--- config.mk ---
export PLATFORM = sky130hd
export DESIGN_NAME = booth_seq_ctrl
export DESIGN_NICKNAME = d
export VERILOG_FILES = /design/src/rtl/booth_seq_ctrl.sv
export SDC_FILE = /design/constraint.sdc
export NUM_CORES = 1
export LEC_CHECK = 0
export ABC_AREA = 1
export CORE_MARGIN = 4
export CORE_UTILIZATION = 33
export DETAILED_ROUTE_END_ITERATION = 12
export PLACE_DENSITY = 0.57
export SYNTH_ARGS = -nofsm -noshare
export SYNTH_HDL_FRONTEND = slang
export SYNTH_SLANG_ARGS = --single-unit
--- constraint.sdc ---
create_clock -name clk -period 4.05 [get_ports clk]
set_input_delay 0.81 -clock clk [delete_from_list [all_inputs] [get_ports clk]]
set_output_delay 0.81 -clock clk [all_outputs]
set_load 0.02 [all_outputs]
--- src/rtl/booth_seq_ctrl.sv ---
// Step sequencer for the run-skipping Booth multiplier datapath.
// Scans the latched multiplier LSB-first and issues one {shift, op} step per clock.
module booth_seq_ctrl #(
    parameter int unsigned W  = 4,
    parameter int unsigned SW = 3
) (
    input  logic          clk,
    input  logic          rst,
    input  logic          i_start,
    input  logic [W-1:0]  i_multiplier,
    input  logic [SW-1:0] i_dp_counter,
    output logic          o_load,
    output logic [SW-1:0] o_shift,
    output logic          o_op,
    output logic          o_finish,
    output logic          o_busy,
    output logic          o_done,
    output logic          o_err
);

    typedef enum logic [1:0] {
        S_IDLE = 2'd0,
        S_LOAD = 2'd1,
        S_STEP = 2'd2,
        S_DONE = 2'd3
    } state_t;

    state_t        r_state;
    state_t        w_state_nxt;
    logic [W-1:0]  r_m;
    logic [SW-1:0] r_cur;
    logic          r_first;
    logic          r_last;

    logic [W-1:0]  w_trans;
    logic [SW-1:0] w_from;
    logic [SW-1:0] w_j;
    logic          w_found;
    logic          w_jbit;
    logic          w_accept;
    logic          w_adv;
    logic [SW-1:0] w_step_shift;
    logic          w_step_op;

    logic          w_load_nxt;
    logic [SW-1:0] w_shift_nxt;
    logic          w_op_nxt;
    logic          w_finish_nxt;
    logic          w_busy_nxt;
    logic          w_done_nxt;
    logic          w_err_nxt;

    // bit j differs from bit j-1, with an implied zero below bit 0
    assign w_trans  = r_m ^ {r_m[W-2:0], 1'b0};
    assign w_from   = r_first ? r_cur : r_cur + SW'(1);
    assign w_accept = (r_state == S_IDLE) && i_start;
    assign w_adv    = (r_state == S_LOAD) || ((r_state == S_STEP) && !r_last);

    // Find the next run boundary at or above the search start
    always_comb begin
        w_found = 1'b0;
        w_j     = '0;
        w_jbit  = 1'b0;
        for (int unsigned j = 0; j < W; j++) begin
            if (!w_found && w_trans[j] && (SW'(j) >= w_from)) begin
                w_found = 1'b1;
                w_j     = SW'(j);
                w_jbit  = r_m[j];
            end
        end
        w_step_shift = w_found ? (w_j - r_cur) : (SW'(W) - r_cur);
        w_step_op    = w_found & ~w_jbit;
    end

    always_ff @(posedge clk or posedge rst) begin
        if (rst) begin
            r_state <= S_IDLE;
        end else begin
            r_state <= w_state_nxt;
        end
    end

    always_comb begin
        w_state_nxt = r_state;
        case (r_state)
            S_IDLE:  if (i_start) w_state_nxt = S_LOAD;
            S_LOAD:  w_state_nxt = S_STEP;
            S_STEP:  if (r_last) w_state_nxt = S_DONE;
            S_DONE:  w_state_nxt = S_IDLE;
            default: w_state_nxt = S_IDLE;
        endcase
    end

    // Outputs are computed for the upcoming state and registered with it
    always_comb begin
        w_load_nxt   = (w_state_nxt == S_LOAD);
        w_finish_nxt = (w_state_nxt != S_STEP);
        w_busy_nxt   = (w_state_nxt != S_IDLE);
        w_done_nxt   = (w_state_nxt == S_DONE);
        w_shift_nxt  = '0;
        w_op_nxt     = 1'b0;
        if (w_state_nxt == S_STEP) begin
            w_shift_nxt = w_step_shift;
            w_op_nxt    = w_step_op;
        end
        w_err_nxt = o_err;
        if (w_accept) begin
            w_err_nxt = 1'b0;
        end else if (r_state == S_DONE) begin
            w_err_nxt = (i_dp_counter != '0);
        end
    end

    always_ff @(posedge clk or posedge rst) begin
        if (rst) begin
            o_load   <= 1'b0;
            o_shift  <= '0;
            o_op     <= 1'b0;
            o_finish <= 1'b1;
            o_busy   <= 1'b0;
            o_done   <= 1'b0;
            o_err    <= 1'b0;
            r_m      <= '0;
            r_cur    <= '0;
            r_first  <= 1'b1;
            r_last   <= 1'b0;
        end else begin
            o_load   <= w_load_nxt;
            o_shift  <= w_shift_nxt;
            o_op     <= w_op_nxt;
            o_finish <= w_finish_nxt;
            o_busy   <= w_busy_nxt;
            o_done   <= w_done_nxt;
            o_err    <= w_err_nxt;
            if (w_accept) begin
                r_m     <= i_multiplier;
                r_cur   <= '0;
                r_first <= 1'b1;
                r_last  <= 1'b0;
            end else if (w_adv) begin
                // r_last marks that the step just registered is the closing one
                if (w_found) r_cur <= w_j;
                r_first <= 1'b0;
                r_last  <= ~w_found;
            end
        end
    end

endmodule

==> results of run 1 <==
==> Yosys cell counts (all sizes together) (2+ instances only) <==
library cell  count
nand2            30
dfstp             2
o21ai            10
ha                7
a21oi             6
nor2              9
dfrtp            17
nand4             2
inv              21
nand3             6
==> routing by layer <==
| layer | part of all wire | GRT usage |
|---|---|---|
| met4 | 0.020 | 0.0566 |
| met3 | 0.045 | 0.0141 |
| met1 | 0.48 | 0.132 |
| met5 | 0 | 0 |
| met2 | 0.45 | 0.174 |
==> worst min-delay path: stages, from the launching register on <==
cell and delay (ns):
sky130_fd_sc_hd__dfrtp_1 0.36, sky130_fd_sc_hd__o21ai_0 0.07, sky130_fd_sc_hd__nor2_1 0.10
==> final timing paths <==
| check | from | end | slack [ns] | depth (start not counted) |
|---|---|---|---|---|
| min reg2reg | o_err | o_err | 0.56 | 2 |
| max | o_finish | o_finish | 1.82 | 1 |
| min | o_err | o_err | 0.56 | 2 |
| max in group asynchronous | rst | r_m[0] | 2.68 | 2 |
| min in group asynchronous | rst | o_shift[0] | 0.92 | 2 |
| max reg2reg | r_cur[0] | o_shift[1] | 1.84 | 11 |
==> cell usage in the layout (no fill, tap or decap) <==
cell                              count
sky130_fd_sc_hd__a21oi_1              3
sky130_fd_sc_hd__o21bai_1             1
sky130_fd_sc_hd__o21ai_1              1
sky130_fd_sc_hd__fa_1                 1
sky130_fd_sc_hd__o21a_1               1
sky130_fd_sc_hd__nand2_2              7
sky130_fd_sc_hd__a21oi_2              3
sky130_fd_sc_hd__o211ai_1             1
sky130_fd_sc_hd__nand4_1              2
sky130_fd_sc_hd__ha_1                 7
sky130_fd_sc_hd__a21o_4               1
sky130_fd_sc_hd__nand3_4              1
sky130_fd_sc_hd__nand3_2              2
sky130_fd_sc_hd__clkbuf_1             1
sky130_fd_sc_hd__nand3_1              3
sky130_fd_sc_hd__o21ai_0              9
sky130_fd_sc_hd__a31oi_1              1
sky130_fd_sc_hd__inv_2                4
sky130_fd_sc_hd__dfstp_2              2
sky130_fd_sc_hd__inv_1               17
sky130_fd_sc_hd__nor4b_1              1
sky130_fd_sc_hd__dfrtp_1             17
sky130_fd_sc_hd__clkdlybuf4s50_1     18
sky130_fd_sc_hd__clkbuf_4             3
sky130_fd_sc_hd__nor2_1               9
sky130_fd_sc_hd__nand2_1             23
==> state kept, by name, indices dropped and copies added (netlist names) <==
register and cells:
r_last 1, o_shift 3, o_finish 1, r_cur 2
r_m 4, r_first 1, o_busy 1, o_load 1
o_op 1, o_err 1, r_state 2, o_done 1
==> stage by stage <==
step	std cells	hold slack [ns]	setup WS [ns]
2_1_floorplan	117	0.531	1.98
3_3_place_gp	179	0.532	1.92
3_5_place_dp	179	0.539	1.84
4_1_cts	183	0.570	1.80
5_1_grt	183	0.607	1.69
6_report	183	0.560	1.82
==> kinds of logic after synthesis <==
group / count (synthesis) / synth area share
AND/OR/NAND/NOR: 48 / 0.229
AO/OA/AOI/OAI: 21 / 0.130
buffers and inverters: 21 / 0.0760
flip-flops: 19 / 0.461
adder cells (fa/ha/maj): 8 / 0.104
==> where the power goes <==
group | switching [mW] | total [mW] | internal (mW)
Sequential | 0.0572 | 0.342 | 0.285
Combinational | 0.477 | 0.785 | 0.308
Clock | 0.0601 | 0.0985 | 0.0384
==> cell type report <==
cell class | instances | area [µm²] | area share
Clock buffer | 4 | 26.3 | 0.0202
Inverter | 21 | 78.8 | 0.0607
Multi-Input combinational cell | 77 | 480 | 0.370
Sequential cell | 19 | 478 | 0.368
Tap cell | 44 | 55.1 | 0.0424
Timing Repair Buffer | 18 | 180 | 0.139
==> metrics, run 1 <==
post-detailed-routing wire length 1.90 mm; Sinks on Clock Net 19; number of nets in the finished design 158; number of iterations in the first detailed-routing pass 4; crit path launch type flip-flop; worst slew margin relative to its limit 0.518; setup bufs post-CTS 0; total of buffers placed on input and output ports 18; Site Rows 20; overall track demand over capacity in global routing 0.105; Cells after Synth 117; post-route cell area 0.00130 mm²; power density over the cells 944 mW/mm²; data required time at the worst endpoint 3.24 ns; count of boundary I/O pins 19; slowest CP cell sky130_fd_sc_hd__clkdlybuf4s50_1; Synth Cell Area 0.00104 mm²; outcome complete, no violations; drt wl/cell 10.4 µm; total leakage power 0.635 nW; final count of hold timing violations 0; Core ar. 0.00303 mm²; largest net degree at the start of global routing 20; initial antenna violation count 0; async set-reset flop share out of synthesis 1.00; Sum Neg Setup Slack 0 ns; Final Power 1.23 mW; RSZ-0062 raised after global routing no; area of the die 0.00410 mm²; largest stage delay on the critical path 0.59 ns; final weighted congestion in routability-driven placement 0.835; most area-consuming cells after synthesis sky130_fd_sc_hd__dfrtp_1, sky130_fd_sc_hd__ha_1, sky130_fd_sc_hd__nand2_1; timing-limited maximum frequency 449 MHz; DRT antenna net count 0; layout cell share with drive strength beyond 1 0.165; die span in y 64.1 µm; maximum resistive drop on vdd 309 µV; total count of max-transition violations in the final report 0; Chip Width 64.1 µm; count of flip-flops with a built-in enable after synthesis 0; ys flop type sky130_fd_sc_hd__dfrtp_1; DRT iter0 DRCs 14; number of global-route vias before repair 792; library cell with the largest summed area after synthesis sky130_fd_sc_hd__dfrtp_1; number of vias in the routed layout 796; cell-by-cell trace of the critical path clkdlybuf4s50_1; critical path endpoint category primary output; DRC violations left 0; clock-pin slew of the registers on the worst-case setup and hold paths 0.11 ns; Final Skew 0.00158 ns; kind of cell adding the most delay to the critical path buffers and inverters; maximum clock path buffer count 2; synthesized netlist net count 135; # H-tree levels 1; root buf cell sky130_fd_sc_hd__clkbuf_4; post-synthesis cell type count 23; post-layout min period 2.23 ns; Avg Vias per Cell 4.35; CP bufs+invs 1; area added between synthesis and finish 25.2%; fin util 0.429; Post-Synthesis Mean Instance Area 8.87 µm²; Clk Latency, worst-skew pair 0.30 ns; first-pass GRT wire length 3.42 mm; Yosys warning count 0; number of maximum-capacitance violations 0; period utilization 0.550; highest net fanout along the worst path 1; DP HPWL 1.50 mm; number of buffers created by CTS 3; WP data arrival 1.42 ns; instance area at placement 0.00127 mm²; remaining global-route overflow 0; # hold bufs at CTS 0; count of state elements after synthesis 19; portion of synthesized cell area occupied by the leading cell type 0.410; Worst Tran Pin Value 0.722 ns; worst min-delay path category flip-flop to flip-flop; number of filler cells placed in the layout 294; sequential cell area fraction in the yosys report 0.461; n_diodes 0; CTS tree built; quantity of gates resized following cts 0; number of failing setup endpoints in the final timing report 0; starting density of the core 0.343; start-to-end type of the worst setup path flip-flop to primary output
(Power assumes the default switching activity.)
==> run 2: changes to the inputs <==
==> constraint.sdc (replaced) <==
create_clock -name clk -period 2.2 [get_ports clk]
set_input_delay 0.44 -clock clk [delete_from_list [all_inputs] [get_ports clk]]
set_output_delay 0.44 -clock clk [all_outputs]
set_load 0.02 [all_outputs]
==> run 2 against run 1 <==
Setup slack lost 1.7 ns. Highest routed layer unchanged. Clock-buffer cell count shrank 1. Largest cell class unchanged. Non-clock buffer count grew 6. First-iteration DRC count grew 50%.
==> metrics, run 2 (same netlist as run 1, synthesis figures left out) <==
largest net degree at the start of global routing 20; number of non-filler instances in the completed layout 189; overall track demand over capacity in global routing 0.109; DRT iter0 DRCs 21; part of the total power dissipated in sequential elements 0.262; instance area at placement 0.00131 mm²; DRC violations left 0; Final Skew 0.00567 ns; number of maximum-capacitance violations 0; worst min-delay path category input port to asynchronous set/reset pin; # H-tree levels 1; internal power summed over all cells 1.26 mW; Core ar. 0.00303 mm²; Final Power 2.39 mW; crit path launch type flip-flop; total of buffers placed on input and output ports 18; portion of total power attributed to combinational logic 0.662; RSZ-0062 raised after global routing yes; worst setup margin 0.119 ns; Sinks on Clock Net 19; area of the die 0.00410 mm²; start-to-end type of the worst setup path flip-flop to flip-flop; WP data arrival 2.32 ns; maximum clock path buffer count 2; Regs by FF count r_m (4), o_shift (3); Worst Tran Pin Value 0.477 ns; switching part of the total power 0.472; data required time at the worst endpoint 2.44 ns; critical path endpoint category flip-flop; source of the critical timing path r_cur[0]; Sum Neg Setup Slack 0 ns; clock network fraction of total power 0.077; DP HPWL 1.57 mm; worst hold slack 0.435 ns; final count of hold timing violations 0; most frequent standard cell in the layout excluding fill and tap cells sky130_fd_sc_hd__nand2_1; post-layout min period 2.08 ns; number of placed instances with taps included 184; Chip Width 64.1 µm; root buf cell sky130_fd_sc_hd__clkbuf_4; Avg Vias per Cell 4.39; fin util 0.447; number of iterations in the first detailed-routing pass 4; clock-pin slew of the registers on the worst-case setup and hold paths 0.12 ns; n_diodes 0; number of buffers created by CTS 3; most used cells in the layout excluding fill and tap cells sky130_fd_sc_hd__nand2_1, sky130_fd_sc_hd__clkdlybuf4s50_1, sky130_fd_sc_hd__inv_1, sky130_fd_sc_hd__dfrtp_1; count of boundary I/O pins 19; post-detailed-routing wire length 2.01 mm; timing-limited maximum frequency 481 MHz; highest net fanout along the worst path 3; remaining global-route overflow 0; initial antenna violation count 0; total leakage power 0.667 nW; starting density of the core 0.343; number of vias in the routed layout 829; Site Rows 20; number of nets in the finished design 164; total count of max-transition violations in the final report 0; power density over the cells 1760 mW/mm²; switching component of the power 1.13 mW; number of failing setup endpoints in the final timing report 0; CTS tree built; Clk Latency, worst-skew pair 0.30 ns; RR Startpoint r_cur[0]; worst slew margin relative to its limit 0.681; post-route cell area 0.00135 mm²; Largest Register r_m; layout cell share with drive strength beyond 1 0.207; die span in y 64.1 µm; max FFs per register 4; drt wl/cell 10.6 µm; pre-CTS setup slack 0.123 ns; period utilization 0.946; number of global-route vias before repair 868; final weighted congestion in routability-driven placement 0.843; first-pass GRT wire length 3.53 mm; outcome complete, no violations; DRT antenna net count 0; maximum resistive drop on vdd 568 µV; area added between synthesis and finish 30.4%
==> run 2: power by group through the flow <==
stage               combinational (mW)  sequential [mW]  clock [mW]
global placement                  1.52            0.629           0
CTS                               1.56            0.625       0.196
global route                      1.80            0.646       0.206
detailed placement                1.55            0.633           0
floorplan                         1.04            0.689           0
finish                            1.58            0.624       0.183
==> run 2: final timing paths <==
check	to	slack (ns)	depth (start not counted)
max	o_shift[1]	0.12	11
min in group clk	o_err	0.56	2
min	o_op	0.44	3
max reg2reg	o_shift[1]	0.12	11
min reg2reg	o_err	0.56	2
max in group asynchronous	o_finish	1.50	3
==> run 2: critical path, cell delays in order (launching register included) <==
cell and delay [ns]:
sky130_fd_sc_hd__dfrtp_1 0.41, sky130_fd_sc_hd__ha_1 0.31, sky130_fd_sc_hd__nand2_2 0.09, sky130_fd_sc_hd__nand3_4 0.09, sky130_fd_sc_hd__a21o_4 0.19, sky130_fd_sc_hd__nand2_2 0.06, sky130_fd_sc_hd__o21a_1 0.11, sky130_fd_sc_hd__ha_1 0.13
sky130_fd_sc_hd__inv_1 0.05, sky130_fd_sc_hd__fa_1 0.47, sky130_fd_sc_hd__inv_1 0.04, sky130_fd_sc_hd__nor2_1 0.09
==> run 2: repair_timing <==
action,4_1_cts,5_1_grt
setup buffers,0,1
gates resized for setup,0,1
hold buffers,0,0
endpoints found under the setup margin,0,2
==> run 2: layer usage <==
layer  GRT usage  vias to the layer above  wire, µm
met5           0                        -         0
met4      0.0566                        0        36
met3      0.0193                        4        61
met2       0.177                       15       960
met1       0.137                      382       950
li1            -                      428         -
==> run 2: final cells by class <==
class,count,area [µm²]
inverter,21,78.8
sequential,19,478
tap,44,55.1
fill,309,1680
timing repair buffer,24,225
clock buffer,3,22.5
multi-input combinational,77,488
clock inverter,1,5.00
==> run 3: changes to the inputs <==
--- a/config.mk
+++ b/config.mk
@@ -6,6 +6,7 @@
 export NUM_CORES = 1
 export LEC_CHECK = 0
 export ABC_AREA = 1
+export CAP_MARGIN = 0
 export CORE_MARGIN = 4
 export CORE_UTILIZATION = 33
 export DETAILED_ROUTE_END_ITERATION = 12
==> results of run 3 <==
No change in the layout: final DEF, timing and power equal those of run 2.
